**src/rtl/sparc_ifu_thrsched.sv**
```systemverilog
// Fetch thread picker: chooses which of four hardware threads owns fetch,
// rotating fairly between ready threads and enforcing a run quantum.
module sparc_ifu_thrsched #(
  parameter int SW_QUANTUM = 16
) (
  input  logic       clk,
  input  logic       reset,
  input  logic [4:0] thr0_state,
  input  logic [4:0] thr1_state,
  input  logic [4:0] thr2_state,
  input  logic [4:0] thr3_state,
  input  logic       switch_req,
  input  logic       stall_f,
  input  logic       spec_en,
  output logic [3:0] schedule,
  output logic       switch_out,
  output logic [3:0] thr_f,
  output logic       thr_valid,
  output logic       thr_f_spec,
  output logic       no_rdy
);

  localparam logic [4:0] ST_RDY      = 5'b11001;
  localparam logic [4:0] ST_RUN      = 5'b00101;
  localparam logic [4:0] ST_SPEC_RDY = 5'b10011;
  localparam logic [4:0] ST_SPEC_RUN = 5'b00111;
  localparam logic [5:0] CNT_MAX     = 6'(SW_QUANTUM - 1);

  typedef enum logic [1:0] {
    P_IDLE   = 2'd0,
    P_RUN    = 2'd1,
    P_SWITCH = 2'd2
  } pick_state_e;

  pick_state_e state_q, state_d;
  logic [3:0]  thr_f_q, thr_f_d;
  logic        thr_valid_q, thr_valid_d;
  logic        thr_f_spec_q, thr_f_spec_d;
  logic [5:0]  cnt_q, cnt_d;
  logic [1:0]  last_thr_q, last_thr_d;

  logic [4:0] thr_state [4];
  logic [3:0] is_rdy, is_spec_rdy, is_running, is_run;

  assign thr_state[0] = thr0_state;
  assign thr_state[1] = thr1_state;
  assign thr_state[2] = thr2_state;
  assign thr_state[3] = thr3_state;

  generate
    for (genvar gi = 0; gi < 4; gi++) begin : g_dec
      assign is_rdy[gi]      = (thr_state[gi] == ST_RDY);
      assign is_spec_rdy[gi] = spec_en && (thr_state[gi] == ST_SPEC_RDY);
      assign is_run[gi]      = (thr_state[gi] == ST_RUN);
      assign is_running[gi]  = is_run[gi] || (thr_state[gi] == ST_SPEC_RUN);
    end
  endgenerate

  // Round-robin scan starting after last_thr; offset 4 lands on last_thr itself,
  // so it is only chosen when nothing else in its class is eligible.
  logic [1:0] scan_idx, rdy_idx, spec_idx, pick_idx;
  logic       rdy_found, spec_found;

  always_comb begin
    scan_idx   = '0;
    rdy_idx    = '0;
    spec_idx   = '0;
    rdy_found  = 1'b0;
    spec_found = 1'b0;
    for (int k = 1; k <= 4; k++) begin
      scan_idx = last_thr_q + 2'(k);
      if (!rdy_found && is_rdy[scan_idx]) begin
        rdy_idx   = scan_idx;
        rdy_found = 1'b1;
      end
      if (!spec_found && is_spec_rdy[scan_idx]) begin
        spec_idx   = scan_idx;
        spec_found = 1'b1;
      end
    end
  end

  logic any_elig, owner_running, owner_ldhit, do_pick, do_switch;

  assign any_elig      = rdy_found || spec_found;
  assign pick_idx      = rdy_found ? rdy_idx : spec_idx;
  assign owner_running = |(thr_f_q & is_running);
  assign owner_ldhit   = |(thr_f_q & is_run);
  assign do_pick       = (state_q == P_IDLE) && !stall_f && any_elig;
  assign do_switch     = (state_q == P_RUN) && owner_running && !stall_f &&
                         (switch_req || ((cnt_q == CNT_MAX) && any_elig));

  always_ff @(posedge clk or posedge reset) begin
    if (reset) begin
      state_q      <= P_IDLE;
      thr_f_q      <= 4'b0001;
      thr_valid_q  <= 1'b0;
      thr_f_spec_q <= 1'b0;
      cnt_q        <= '0;
      last_thr_q   <= 2'd3;
    end else begin
      state_q      <= state_d;
      thr_f_q      <= thr_f_d;
      thr_valid_q  <= thr_valid_d;
      thr_f_spec_q <= thr_f_spec_d;
      cnt_q        <= cnt_d;
      last_thr_q   <= last_thr_d;
    end
  end

  always_comb begin
    state_d      = state_q;
    thr_f_d      = thr_f_q;
    thr_valid_d  = thr_valid_q;
    thr_f_spec_d = thr_f_spec_q;
    cnt_d        = cnt_q;
    last_thr_d   = last_thr_q;
    case (state_q)
      P_IDLE: begin
        if (do_pick) begin
          state_d      = P_RUN;
          thr_f_d      = 4'b0001 << pick_idx;
          last_thr_d   = pick_idx;
          thr_valid_d  = 1'b1;
          thr_f_spec_d = !rdy_found;
          cnt_d        = '0;
        end
      end
      P_RUN: begin
        // Owner leaving on its own takes precedence over any requested switch.
        if (!owner_running) begin
          state_d     = P_IDLE;
          thr_valid_d = 1'b0;
        end else if (do_switch) begin
          state_d     = P_SWITCH;
          thr_valid_d = 1'b0;
        end else begin
          if (!stall_f && (cnt_q != CNT_MAX)) begin
            cnt_d = cnt_q + 6'd1;
          end
          if (owner_ldhit) begin
            thr_f_spec_d = 1'b0;
          end
        end
      end
      P_SWITCH: begin
        state_d     = P_IDLE;
        thr_valid_d = 1'b0;
      end
      default: begin
        state_d     = P_IDLE;
        thr_valid_d = 1'b0;
      end
    endcase
  end

  // Pulses are masked by reset so they drop immediately on an asynchronous reset.
  always_comb begin
    schedule   = '0;
    switch_out = 1'b0;
    if (!reset) begin
      if (do_pick) begin
        schedule = 4'b0001 << pick_idx;
      end
      switch_out = do_switch;
    end
  end

  assign thr_f      = thr_f_q;
  assign thr_valid  = thr_valid_q;
  assign thr_f_spec = thr_f_spec_q;
  assign no_rdy     = !any_elig;

endmodule
```
**config.mk**
```make
export PLATFORM = sky130hd
export DESIGN_NAME = sparc_ifu_thrsched
export DESIGN_NICKNAME = d
export VERILOG_FILES = /design/src/rtl/sparc_ifu_thrsched.sv
export SDC_FILE = /design/constraint.sdc
export NUM_CORES = 1
export LEC_CHECK = 0
export CORE_UTILIZATION = 30
export CTS_BUF_LIST = sky130_fd_sc_hd__clkbuf_4
export CTS_CLUSTER_DIAMETER = 120
export DETAILED_ROUTE_END_ITERATION = 7
export PLACE_DENSITY = 0.62
export SLEW_MARGIN = 20
export SYNTH_ARGS = -nofsm -noshare
export SYNTH_HDL_FRONTEND = slang
export SYNTH_SLANG_ARGS = --single-unit
```
**constraint.sdc**
```tcl
create_clock -name clk -period 2.4 [get_ports clk]
set_clock_uncertainty 0.2 [all_clocks]
set_input_delay 0.48 -clock clk [delete_from_list [all_inputs] [get_ports clk]]
set_output_delay 0.48 -clock clk [all_outputs]
set_load 0.01 [all_outputs]
```
==> results.cfg <==
[outcome]
status = finished, violations left
violations = negative setup slack

[pwr]
switching_share_pct = 35.0
combPwrFrac_pct = 52.4
p_per_area_mw_per_mm2 = 385
switchingPower_w = 0.000370
report.power.total_w = 0.00106
p_int_w = 0.000688
irDropWorstVdd_uv = 333
cellLeakagePower_nw = 1.20
seqPwrFrac_pct = 33.0
power.share.clock_pct = 14.6

[final_layout]
n_antenna_cell = 0
layout_commonest_cell = buf_4
final_area_mm2 = 0.00275
mostFrequentLayoutCells = buf_4, buf_6, nand2_1, dfrtp_1, clkdlybuf4s50_1
area_growth_syn_to_layout_pct = 106
fin_nets = 298
final.fill_count = 333
drive_gt1_share_pct = 63.5

[clock_tree]
clkSinkCount = 15
cts_root_buffer = clkbuf_4
cts_tree = done
clk_pin_slew_ns = 0.10
cts_buffer_depth = 2
cts_buffers = 3
h-tree-depth = 1
clkLatencyLatePin_ns = 0.29

[global_routing]
grt_max_degree = 17
antenna_found_initial = 0
grt-ovfl-total = 0
grt_pass1_vias = 1833
track_usage_pct = 24.5
grt_first_pass_wirelength_um = 8370

[placement]
place_ws_ns = -1.28
place_hpwl_um = 4100
io_buffers = 36
place_area_mm2 = 0.00223
gp_congestion = 0.878

[die]
dieArea_mm2 = 0.00472
num_io_pins = 37
core_mm2 = 0.00414
die_h_um = 68.7
num_rows = 23
dieWidth_um = 68.7
initial_utilization_pct = 32.2

[worst_setup_path]
worstPathRequired_ns = 1.72
cp.arrival_ns = 2.29
max_stage_delay_ns = 0.41
endpoint_kind = output pin
critPathBufInv = 4
cp_cell_sequence = clkdlybuf4s15_1, nand2b_4, or3_4, buf_12, nor3_4, nor4_4, buf_4, a31oi_2, and4_1, buf_2
cpLargestDelayFamily = simple AND/OR/NAND/NOR gates
crit_type = primary input to output pin
cp_max_fo = 3
start_kind = primary input
cp_slowest_cell = or3_4

[detailed_routing]
wl_per_cell_um = 17.6
viasPerCell = 5.53
first_pass_iters = 4
antenna_left = 0
drtIter0Drc = 56
drc = 0
via_count = 1774
routed_wirelength_um = 5640

[synth]
synth_nets = 180
syn_avg_cell_area_um2 = 8.66
yosysSeqAreaShare_pct = 28.4
synth_edf_count = 0
synthFlopType = dfrtp_1
ys_types = 53
synth_area_mm2 = 0.00133
syn_inst = 154
synth_seq_cells = 15
yosys_warnings = 0
ys_async_sr_fraction_pct = 100

[hold_path]
hold_class = flip-flop to flip-flop

[timing]
setup_viol = 7
slew-limit-headroom_pct = 70.0
layout_min_cycle_time_ns = 2.97
hold_viol_final = 0
max_freq_ghz = 0.337
rsz0062_at_grt = yes
worst_pin_slew_ns = 0.446
setup_slack_ns = -0.566
slew_viol_final = 0
fin_crit_sh_pct = 124

[run]
cap_violations = 0
per-layer routing:
| metal | up-vias | GRT usage, % | share of wire, % |
|---|---|---|---|
| li1 | 841 | - | - |
| met1 | 871 | 26.1 | 41 |
| met2 | 50 | 48.5 | 54 |
| met3 | 12 | 2.14 | 3.6 |
| met4 | 0 | 9.64 | 1.3 |
| met5 | - | 0 | 0 |
layout make-up:
| type | count | area (µm²) | area share, % |
|---|---|---|---|
| inverters | 3 | 15.0 | 0.546 |
| well taps | 50 | 62.6 | 2.28 |
| clock buffers | 3 | 22.5 | 0.819 |
| repair buffers | 119 | 1030 | 37.6 |
| clock inverters | 1 | 7.51 | 0.273 |
| multi-input cells | 130 | 1230 | 44.7 |
| flip-flops and latches | 15 | 379 | 13.8 |
cell usage after synthesis (all sizes together) (4+ instances only):
cell type | number | area share, %
nor2 | 4 | 1.1
a21oi | 8 | 3.0
dfrtp | 12 | 23
nand3 | 10 | 3.8
o211ai | 4 | 2.6
o31ai | 4 | 2.6
nand4b | 4 | 2.6
nor3 | 8 | 3.0
and4 | 5 | 3.5
nor2b | 7 | 3.3
and2 | 7 | 3.6
o21ai | 7 | 2.6
nand2 | 15 | 4.2
nor4 | 6 | 3.9
per-stage QoR:
stage / setup TNS (ns) / hold WS (ns) / util (%) / std cells
after floorplan: -0.605 / 0.195 / - / 154
after global placement: -15.60 / 0.308 / 53.8 / 286
after detailed placement: -16.34 / 0.339 / 53.8 / 286
after CTS: -2.69 / 0.356 / 61.9 / 307
after global routing: -3.59 / 0.392 / 66.3 / 321
final: -3.15 / 0.360 / 66.3 / 321
logic make-up (layout without fill, tap and decap cells):
logic type,after synthesis,count (layout),synth area share (%)
compound gates,41,41,23.5
simple gates,88,88,43.8
fa+ha+maj,1,1,0.938
flops,15,15,28.4
buf+inv,9,126,3.38
registers in the layout, summed over array words and instances (netlist names):
name,count
thr_f_spec,1
last_thr_q,2
cnt_q,6
thr_f,4
state_q,2
path summary, 6_finish.rpt:
kind                                from           to  slack [ns]  depth (start not counted)
min                             cnt_q[0]     cnt_q[0]        0.36                          1
min in group asynchronous          reset     thr_f[2]        0.52                          3
min reg2reg                     cnt_q[0]     cnt_q[0]        0.36                          1
max                        thr0_state[2]  schedule[0]       -0.57                         10
max reg2reg                     cnt_q[0]     cnt_q[5]        0.14                          8
max in group asynchronous          reset     thr_f[0]        1.29                          3
timing repair:
| item | 4_1_cts | 5_1_grt |
|---|---|---|
| setup buffers | 18 | 15 |
| pin swaps | 42 | 24 |
| hold buffers | 0 | 0 |
| setup endpoints to repair | 20 | 14 |
| gates resized for setup | 135 | 30 |
power groups by stage:
stage / clock, W / combinational, W / sequential (W)
after detailed placement: 0 / 0.000459 / 0.000354
after global routing: 0.000168 / 0.000587 / 0.000355
after floorplan: 0 / 0.000191 / 0.000349
final: 0.000154 / 0.000554 / 0.000350
after CTS: 0.000163 / 0.000522 / 0.000350
after global placement: 0 / 0.000447 / 0.000353
Power figures use the tool's default switching activity.
